File: config.mk
export PLATFORM = sky130hd
export DESIGN_NAME = npc_predict_unit
export DESIGN_NICKNAME = d
export VERILOG_FILES = /design/src/rtl/npc_predict_unit_pkg.sv /design/src/rtl/npc_btb_array.sv /design/src/rtl/npc_predict_unit.sv
export SDC_FILE = /design/constraint.sdc
export NUM_CORES = 2
export LEC_CHECK = 0
export CAP_MARGIN = 25
export CORE_AREA = 3 3 455 457
export CTS_BUF_LIST = sky130_fd_sc_hd__clkbuf_8
export CTS_CLUSTER_SIZE = 28
export DETAILED_ROUTE_END_ITERATION = 10
export DIE_AREA = 0 0 458 460
export GPL_ROUTABILITY_DRIVEN = 1
export PLACE_DENSITY = 0.51
export RECOVER_POWER = 50
export SYNTH_ARGS = -nofsm -noshare
export SYNTH_HDL_FRONTEND = slang
export SYNTH_SLANG_ARGS = --single-unit
export TNS_END_PERCENT = 50
File: constraint.sdc
create_clock -name clk -period 5.7 [get_ports clk]
set_input_delay 1.14 -clock clk [delete_from_list [all_inputs] [get_ports clk]]
set_output_delay 1.14 -clock clk [all_outputs]
set_load 0.01 [all_outputs]
File: src/rtl/npc_predict_unit_pkg.sv
// Shared types and helpers for the next-PC / branch prediction unit.
// Entry fields are sized for the widest legal configuration; narrower
// configurations leave the upper tag/counter bits at zero.
package npc_predict_unit_pkg;

    localparam int TAG_MAX_W = 30;
    localparam int CNT_MAX_W = 8;

    typedef struct packed {
        logic                 valid;
        logic [TAG_MAX_W-1:0] tag;
        logic [31:0]          target;
        logic [CNT_MAX_W-1:0] cnt;
    } btbEntry_t;

    function automatic int calcIdxW(input int entries);
        return $clog2(entries);
    endfunction

    function automatic logic [CNT_MAX_W-1:0] cntMaxOf(input int cntBits);
        int v;
        v = (1 << cntBits) - 1;
        return v[CNT_MAX_W-1:0];
    endfunction

    function automatic logic [CNT_MAX_W-1:0] cntInitOf(input int cntBits);
        int v;
        v = 1 << (cntBits - 1);
        return v[CNT_MAX_W-1:0];
    endfunction

endpackage

File: src/rtl/npc_btb_array.sv
// Direct-mapped BTB storage: two asynchronous read ports (IF lookup and
// EX training) and a single write port. Reads never bypass a pending write.
module npc_btb_array
    import npc_predict_unit_pkg::*;
#(
    parameter int ENTRIES = 16,
    parameter int IDX_W   = 4
)(
    input  logic             clk,
    input  logic             rst,
    input  logic [IDX_W-1:0] i_idxF,
    output btbEntry_t        o_entryF,
    input  logic [IDX_W-1:0] i_idxE,
    output btbEntry_t        o_entryE,
    input  logic             i_we,
    input  logic [IDX_W-1:0] i_widx,
    input  btbEntry_t        i_wentry
);

    btbEntry_t r_mem [ENTRIES];

    // Clear every entry on reset, otherwise commit the single EX write
    always_ff @(posedge clk) begin
        if (rst) begin
            for (int i = 0; i < ENTRIES; i++) begin
                r_mem[i] <= '0;
            end
        end else if (i_we) begin
            r_mem[i_widx] <= i_wentry;
        end
    end

    assign o_entryF = r_mem[i_idxF];
    assign o_entryE = r_mem[i_idxE];

endmodule

File: src/rtl/npc_predict_unit.sv
// Next-PC selection with an integrated direct-mapped BTB and saturating
// direction counters. Lookup in IF, training and redirect in EX, plus
// saturating counters of executed and mispredicted conditional branches.
module npc_predict_unit
    import npc_predict_unit_pkg::*;
#(
    parameter int ENTRIES  = 16,
    parameter int CNT_BITS = 2,
    parameter int STAT_W   = 32
)(
    input  logic              clk,
    input  logic              rst,
    input  logic [31:0]       PCF,
    input  logic [31:0]       PCE,
    input  logic [31:0]       JalrTarget,
    input  logic [31:0]       BranchTarget,
    input  logic [31:0]       JalTarget,
    input  logic              JalD,
    input  logic              JalrE,
    input  logic              BranchInstrE,
    input  logic              BranchE,
    input  logic              PredTakenE,
    input  logic              StallE,
    output logic [31:0]       PC_In,
    output logic              PredHitF,
    output logic              PredTakenF,
    output logic [31:0]       PredTargetF,
    output logic              MispredictE,
    output logic [STAT_W-1:0] BranchCnt,
    output logic [STAT_W-1:0] MispredCnt
);

    localparam int                   IDX_W    = calcIdxW(ENTRIES);
    localparam logic [CNT_MAX_W-1:0] CNT_MAX  = cntMaxOf(CNT_BITS);
    localparam logic [CNT_MAX_W-1:0] CNT_INIT = cntInitOf(CNT_BITS);

    logic [IDX_W-1:0]     w_idxF;
    logic [IDX_W-1:0]     w_idxE;
    logic [TAG_MAX_W-1:0] w_tagF;
    logic [TAG_MAX_W-1:0] w_tagE;
    btbEntry_t            w_entryF;
    btbEntry_t            w_entryE;
    btbEntry_t            w_wentry;
    logic                 w_we;
    logic                 w_hitE;
    logic                 w_train;
    logic [31:0]          w_pcF4;
    logic [31:0]          w_pcE4;
    logic [STAT_W-1:0]    r_branchCnt;
    logic [STAT_W-1:0]    r_mispredCnt;

    assign w_idxF  = PCF[IDX_W+1:2];
    assign w_idxE  = PCE[IDX_W+1:2];
    assign w_tagF  = TAG_MAX_W'(PCF >> (IDX_W + 2));
    assign w_tagE  = TAG_MAX_W'(PCE >> (IDX_W + 2));
    assign w_pcF4  = PCF + 32'd4;
    assign w_pcE4  = PCE + 32'd4;

    npc_btb_array #(
        .ENTRIES (ENTRIES),
        .IDX_W   (IDX_W)
    ) u_btb (
        .clk      (clk),
        .rst      (rst),
        .i_idxF   (w_idxF),
        .o_entryF (w_entryF),
        .i_idxE   (w_idxE),
        .o_entryE (w_entryE),
        .i_we     (w_we),
        .i_widx   (w_idxE),
        .i_wentry (w_wentry)
    );

    assign PredHitF    = w_entryF.valid && (w_entryF.tag == w_tagF);
    assign PredTakenF  = PredHitF && w_entryF.cnt[CNT_BITS-1];
    assign PredTargetF = PredHitF ? w_entryF.target : w_pcF4;

    assign MispredictE = BranchInstrE && (BranchE != PredTakenE);
    assign w_hitE      = w_entryE.valid && (w_entryE.tag == w_tagE);
    assign w_train     = BranchInstrE && !StallE;

    // Next-PC priority: EX redirects beat the ID jump, which beats prediction
    always_comb begin
        PC_In = w_pcF4;
        if (JalrE) begin
            PC_In = JalrTarget;
        end else if (BranchInstrE && BranchE && !PredTakenE) begin
            PC_In = BranchTarget;
        end else if (BranchInstrE && !BranchE && PredTakenE) begin
            PC_In = w_pcE4;
        end else if (JalD) begin
            PC_In = JalTarget;
        end else if (PredTakenF) begin
            PC_In = PredTargetF;
        end
    end

    // Build the EX write: counter step on a hit, allocate on a taken miss
    always_comb begin
        w_we     = 1'b0;
        w_wentry = w_entryE;
        if (w_train) begin
            if (w_hitE) begin
                w_we = 1'b1;
                if (BranchE) begin
                    w_wentry.target = BranchTarget;
                    if (w_entryE.cnt != CNT_MAX) begin
                        w_wentry.cnt = w_entryE.cnt + CNT_MAX_W'(1);
                    end
                end else if (w_entryE.cnt != '0) begin
                    w_wentry.cnt = w_entryE.cnt - CNT_MAX_W'(1);
                end
            end else if (BranchE) begin
                w_we            = 1'b1;
                w_wentry.valid  = 1'b1;
                w_wentry.tag    = w_tagE;
                w_wentry.target = BranchTarget;
                w_wentry.cnt    = CNT_INIT;
            end
        end
    end

    // Saturating branch and mispredict statistics, frozen while EX stalls
    always_ff @(posedge clk) begin
        if (rst) begin
            r_branchCnt  <= '0;
            r_mispredCnt <= '0;
        end else if (w_train) begin
            if (r_branchCnt != '1) begin
                r_branchCnt <= r_branchCnt + STAT_W'(1);
            end
            if (MispredictE && (r_mispredCnt != '1)) begin
                r_mispredCnt <= r_mispredCnt + STAT_W'(1);
            end
        end
    end

    assign BranchCnt  = r_branchCnt;
    assign MispredCnt = r_mispredCnt;

endmodule

==> flow_summary.json <==
{
  "min_to": "MispredCnt[26]",
  "ys_ff_latch": 1200,
  "coreArea_um2": 204000,
  "synth_top_flop_cell": "edfxtp_1",
  "min_delay_path_depth": 2,
  "synth-edff-count": 1136,
  "io_buffers": 298,
  "yosysWarnings": 0,
  "syn_area_um2": 62970,
  "io_pins": 299,
  "initial_core_util_pct": 30.88,
  "r2r_slack_ns": 1.43,
  "synth_compound_area_share_pct": 3.151,
  "synthTopCellsByArea": "edfxtp_1 54%, mux4_2 21%, nor2_1 7.1%",
  "ir_drop_v": 0.0001704,
  "synthDistinctLibCells": 77,
  "p_sw_mw": 5.930,
  "nets": 5495,
  "drcViolationCount": 0,
  "worst_slew_pin_slew_ns": 1.151,
  "overflow": 0,
  "critPathMaxFanout": 8,
  "seq_area_um2": 35390,
  "place_congestion": 0.9422,
  "cts_num_sinks": 1200,
  "numCtsBuffers": 206,
  "timing.rr.start": "u_btb.r_mem[4][52]",
  "finalWorstSetupSlack_ns": -0.1834,
  "rsz0062_at_grt": "true",
  "antenna_found_initial": 12,
  "timing.critical_path.required_ns": 4.56,
  "synth_area_per_cell_um2": 13.90,
  "synth_xor_area_share_pct": 2.184,
  "dieHeight_um": 460,
  "cap_violations": 0,
  "critPathLaunchType": "primary input",
  "postRouteAntennaNets": 0,
  "synth_mux_area_share_pct": 24.14,
  "whs_ns": 0.5095,
  "drtIter0Drc": 6018,
  "synthArstFlopShare_pct": 0,
  "hold_buffers": 0,
  "reg2reg_to": "u_btb.r_mem[10][12]",
  "yosys.area_share.simple_pct": 11.09,
  "cp-end-kind": "output pin",
  "cts_root_buf": "clkbuf_8",
  "postPlaceCellArea_um2": 74400,
  "skew_ns": 0.05871,
  "cts_tree": "yes",
  "setup_viol": 54,
  "clkLatencyLatePin_ns": 0.96,
  "h-tree-depth": 4,
  "critical_path_arrival_ns": 4.74,
  "nFillCells": 19440,
  "grt_usage_pct": 24.94,
  "p_int_mw": 15.03,
  "grt_pass1_vias": 46310,
  "failed_checks": "setup timing",
  "post-dp-hpwl_um": 177900,
  "hold_class": "flop to flop",
  "reg2reg_depth": 12,
  "min_from": "MispredCnt[26]",
  "share_comb_of_total_power_pct": 16.3,
  "fin_crit_ns": 5.883,
  "slew_violations": 0,
  "grt_pass1_wl_um": 368500,
  "clockPowerShare_pct": 35.5,
  "cts.path.max_buffers": 3,
  "switching_share_pct": 28.29,
  "vias_per_cell": 5.688,
  "period_share_pct": 103.2,
  "drtPass1Iterations": 5,
  "routedWlPerCell_um": 32.62,
  "die_w_um": 458,
  "outcome": "finished with violations",
  "layout_commonest_cell": "nor2_1",
  "maxSlewHeadroom_pct": 22.46,
  "synth_top_family_by_area": "multiplexers",
  "critPathKind": "primary input to output pin",
  "syn_inst": 4532,
  "p_per_area_nw_per_um2": 266.5,
  "yosysSeqAreaShare_pct": 56.21,
  "dr_total_vias": 46590,
  "synthAdderAreaFrac_pct": 0.1788,
  "leakagePower_nw": 28.58,
  "clkTransAtPathRegs_ns": 0.07,
  "synth_area_leader_cell": "edfxtp_1",
  "area_growth_pct": 24.91,
  "row_count": 166,
  "dieArea_um2": 210700,
  "grt_max_degree": 132,
  "synth_top_area_share_pct": 54.17,
  "drive_gt1_share_pct": 30.27,
  "multi_input_area_um2": 26470,
  "final_hold_viol_count": 0,
  "p_seq_share_pct": 48.2,
  "final_cell_area_um2": 78660,
  "layout_common_cells": "1,184 x nor2_1, 1,136 x edfxtp_1, 588 x mux4_2",
  "fmax_mhz": 170.0,
  "wl_um": 267300
}
[layer usage]
layer	track usage, %	wire length (um)
met4	10.89	13570
met5	0	0
met2	39.91	125700
met3	5.728	25650
met1	32.43	102300
[flip-flops by register name, indices dropped and copies added, names as in the netlist]
name and flops:
u_btb.r_mem 1136, BranchCnt 32, MispredCnt 32
[logic make-up after synthesis]
family	Yosys count
AO/OA/AOI/OAI	289
XOR/XNOR	157
adder cells (fa/ha/maj)	9
buffers and inverters	453
flip-flops	1200
multiplexers	778
other	1
AND/OR/NAND/NOR	1645
[worst max path at each step]
stage / start / end / slack, ns / cells after the start
2_1_floorplan: PCE[2] / u_btb.r_mem[5][0] / -0.41 / 13
3_3_place_gp: PCF[2] / PredTargetF[26] / -0.88 / 15
3_5_place_dp: PCF[2] / PredTargetF[26] / -0.85 / 15
4_1_cts: PCF[2] / PC_In[31] / -0.15 / 18
5_1_grt: PCF[2] / PC_In[19] / -0.26 / 18
6_report: PCF[2] / PC_In[31] / -0.18 / 18
[per-stage QoR]
| step | util [%] | cells | power (mW) | worst slack, ns | TNS (ns) |
|---|---|---|---|---|---|
| floorplan | - | 4595 | 11.91 | -0.4122 | -209.07 |
| global placement | 36.47 | 7764 | 13.61 | -0.8779 | -50.44 |
| detailed placement | 36.48 | 7765 | 13.62 | -0.8503 | -49.72 |
| CTS | 38.70 | 8179 | 21.07 | -0.1504 | -4.447 |
| global route | 38.56 | 8188 | 21.65 | -0.2650 | -80.72 |
| finish | 38.57 | 8192 | 20.96 | -0.1834 | -5.630 |
[final cells by class]
type,count,area share (%)
sequential,1200,45.00
multi-input combinational,2942,33.65
timing repair buffer,923,12.02
tap,2688,4.276
clock buffer,207,3.622
clock inverter,173,1.174
inverter,45,0.2179
antenna,14,0.04454
[what timing repair did]
item	CTS	global route
pin swaps	25	2
gates resized for setup	381	46
buffers inserted	28	2
setup endpoints to repair	66	66
gates cloned	6	0
[worst max-delay path, stage by stage]
cell	delay, ns
buf_16	0.15
buf_16	0.17
buf_6	0.10
mux4_2	0.49
a22oi_2	0.15
nand2_2	0.12
xor2_2	0.17
or4_4	0.59
nor4_4	0.29
buf_4	0.17
buf_6	0.10
nand3_4	0.08
buf_12	0.19
buf_6	0.13
mux2i_4	0.18
a21oi_4	0.21
buf_6	0.14
buf_12	0.11
[synthesized netlist by cell type (43+ instances only)]
library cell	count
nor2_1	1185
edfxtp_1	1136
a21oi_1	60
nand2_1	125
dfxtp_1	64
o21ai_0	61
buf_1	52
mux2i_1	146
mux2_2	43
xnor2_1	102
xor2_1	55
clkbuf_1	223
a22oi_1	51
nand3_1	78
buf_2	118
mux4_2	588
[power groups by stage]
stage | Clock (mW) | Combinational (mW) | Sequential (mW)
floorplan | 0 | 1.67 | 10.2
finish | 7.45 | 3.42 | 10.1
CTS | 7.58 | 3.39 | 10.1
detailed placement | 0 | 3.35 | 10.3
global route | 7.99 | 3.54 | 10.1
global placement | 0 | 3.35 | 10.3
No activity file was read; power rests on OpenSTA's default activity.
==> patch (config.mk and constraints unchanged) <==
The package constant `CNT_MAX_W` goes from 8 to 10.
--- a/src/rtl/npc_predict_unit_pkg.sv
+++ b/src/rtl/npc_predict_unit_pkg.sv
@@ -5,5 +5,5 @@
 
     localparam int TAG_MAX_W = 30;
-    localparam int CNT_MAX_W = 8;
+    localparam int CNT_MAX_W = 10;
 
     typedef struct packed {
Function: not settled (the Yosys comparison gave no result); the edit may change what the design does.
==> patch against the unedited design <==
  * The run still ends with setup timing left
  * Sequential cell count increased by 32
  * Wire length increased by 6.2%
  * Critical path depth decreased by 2
  * Area after synthesis increased by 4.5%
  * Total power increased by 3.6%
  * Cell area increased by 2.0%
  * Setup slack got worse by 110 ps
  * Critical path type unchanged
  * Non-clock buffer count increased by 2
  * Via count increased by 4.7%
==> patch: results <==
group,metric,value,unit
global_routing,grtUsageTotal,0.265,
global_routing,first_global_vias,49200,
synth,yosys-top-cells-area,"sky130_fd_sc_hd__edfxtp_1 (53%), sky130_fd_sc_hd__mux4_2 (19%), sky130_fd_sc_hd__nor2_1 (6.6%)",
global_routing,grt_util_met3,0.0506,
placement,placedInstanceArea,76700,sq um
run_status,failed_checks,"setup timing",
synth,synth-adder-area-share,0.00171,
synth,post_synth_xor_area_fraction,0.0229,
critical_path,arrival,4860,ps
drt,vias_per_cell,5.80,
final_layout,max_ffs_per_register,1168,
global_routing,use_met2,0.418,
final_layout,finalNetCount,5722,
critical_path,cp_top_delay_family,"simple AND/OR/NAND/NOR gates",
placement,routabilityCongestion,1.02,
synth,yosys-top-cells-count,"sky130_fd_sc_hd__edfxtp_1 (1168), sky130_fd_sc_hd__nor2_1 (1157), sky130_fd_sc_hd__mux4_2 (549)",
run_status,outcome,"finished with violations",
global_routing,global_route_wire_length_before_repair,392,mm
timing,final.setup.worst_slack,-297,ps
synth,synth.lib_cells_used.distinct,88,
critical_path,slowest_stage,"sky130_fd_sc_hd__or4_1",
placement,dpl_worst_slack,-1040,ps
drt,routed_wire_length_per_instance,33.7,microns
final_layout,drive_above_1_share,0.292,
power_and_ir_drop,p_leak,29.0,nW
drt,iteration_0_drc_markers,6026,
worst_hold_path,worst_hold_startpoint,"MispredCnt[30]",
synth,synth.yosys.seq_area_share,0.553,
drt,highest_layer,"met5",
cts,cts.clk_slew.worst_paths,50,ps
critical_path,critPathMaxFanout,15,
synth,synth-compound-area-share,0.0405,
critical_path,worst_r2r_startpoint,"u_btb.r_mem[2][68]",
drt,met3_wirelength,25.7,mm
global_routing,global_route.usage.met1,0.343,
drt,wl_met1,108,mm
timing,setup_viol,99,
global_routing,grt_start_max_net_pins,94,
drt,wl_met2,131,mm
## patch: cell count changes in the layout (fill, tap and decap cells not counted), sizes merged, moves of 20 or more
cell	before	now
mux2i	146	229
buf	658	635
nor4	13	33
clkbuf	244	282
nor2b	28	68
edfxtp	1136	1168
mux4	588	549
nor2	1185	1159
nor3	37	63
## patch: final cells by class
| cell class | instances | share of cell area |
|---|---|---|
| multi-input combinational | 3127 | 0.344 |
| sequential | 1232 | 0.453 |
| clock buffer | 216 | 0.0371 |
| tap | 2688 | 0.0419 |
| clock inverter | 174 | 0.0130 |
| timing repair buffer | 925 | 0.108 |
| antenna | 14 | 0.000437 |
| inverter | 44 | 0.00212 |
## patch: path summary, 6_finish.rpt
path,end,slack (ps),depth (start not counted)
worst max register to register,u_btb.r_mem[14][56],770,13
worst min register to register,MispredCnt[30],500,2
worst min-delay path,MispredCnt[30],500,2
worst max-delay path,PC_In[30],-300,16
## patch: stage by stage
stage,utilization,setup TNS (ps),std cells
6_report,0.393,-12820,8420
5_1_grt,0.393,-96710,8418
4_1_cts,0.398,-10630,8398
3_5_place_dp,0.376,-51310,7990
3_3_place_gp,0.376,-55280,7990
2_1_floorplan,-,-311150,4846
## patch: power by group through the flow
stage / registers, W / logic [W] / clock network (W)
3_3_place_gp: 0.0105 / 0.00347 / 0
2_1_floorplan: 0.0105 / 0.00182 / 0
4_1_cts: 0.0104 / 0.00349 / 0.00802
6_report: 0.0104 / 0.00346 / 0.00789
3_5_place_dp: 0.0106 / 0.00347 / 0
5_1_grt: 0.0104 / 0.00359 / 0.00845
## patch: timing repair
item | 4_1_cts | 5_1_grt
resized for setup | 350 | 31
setup endpoints to repair | 66 | 66
endpoints found under the hold margin | 0 | 0
pin swaps | 34 | 3
gates cloned | 3 | 2
setup buffers | 16 | 6
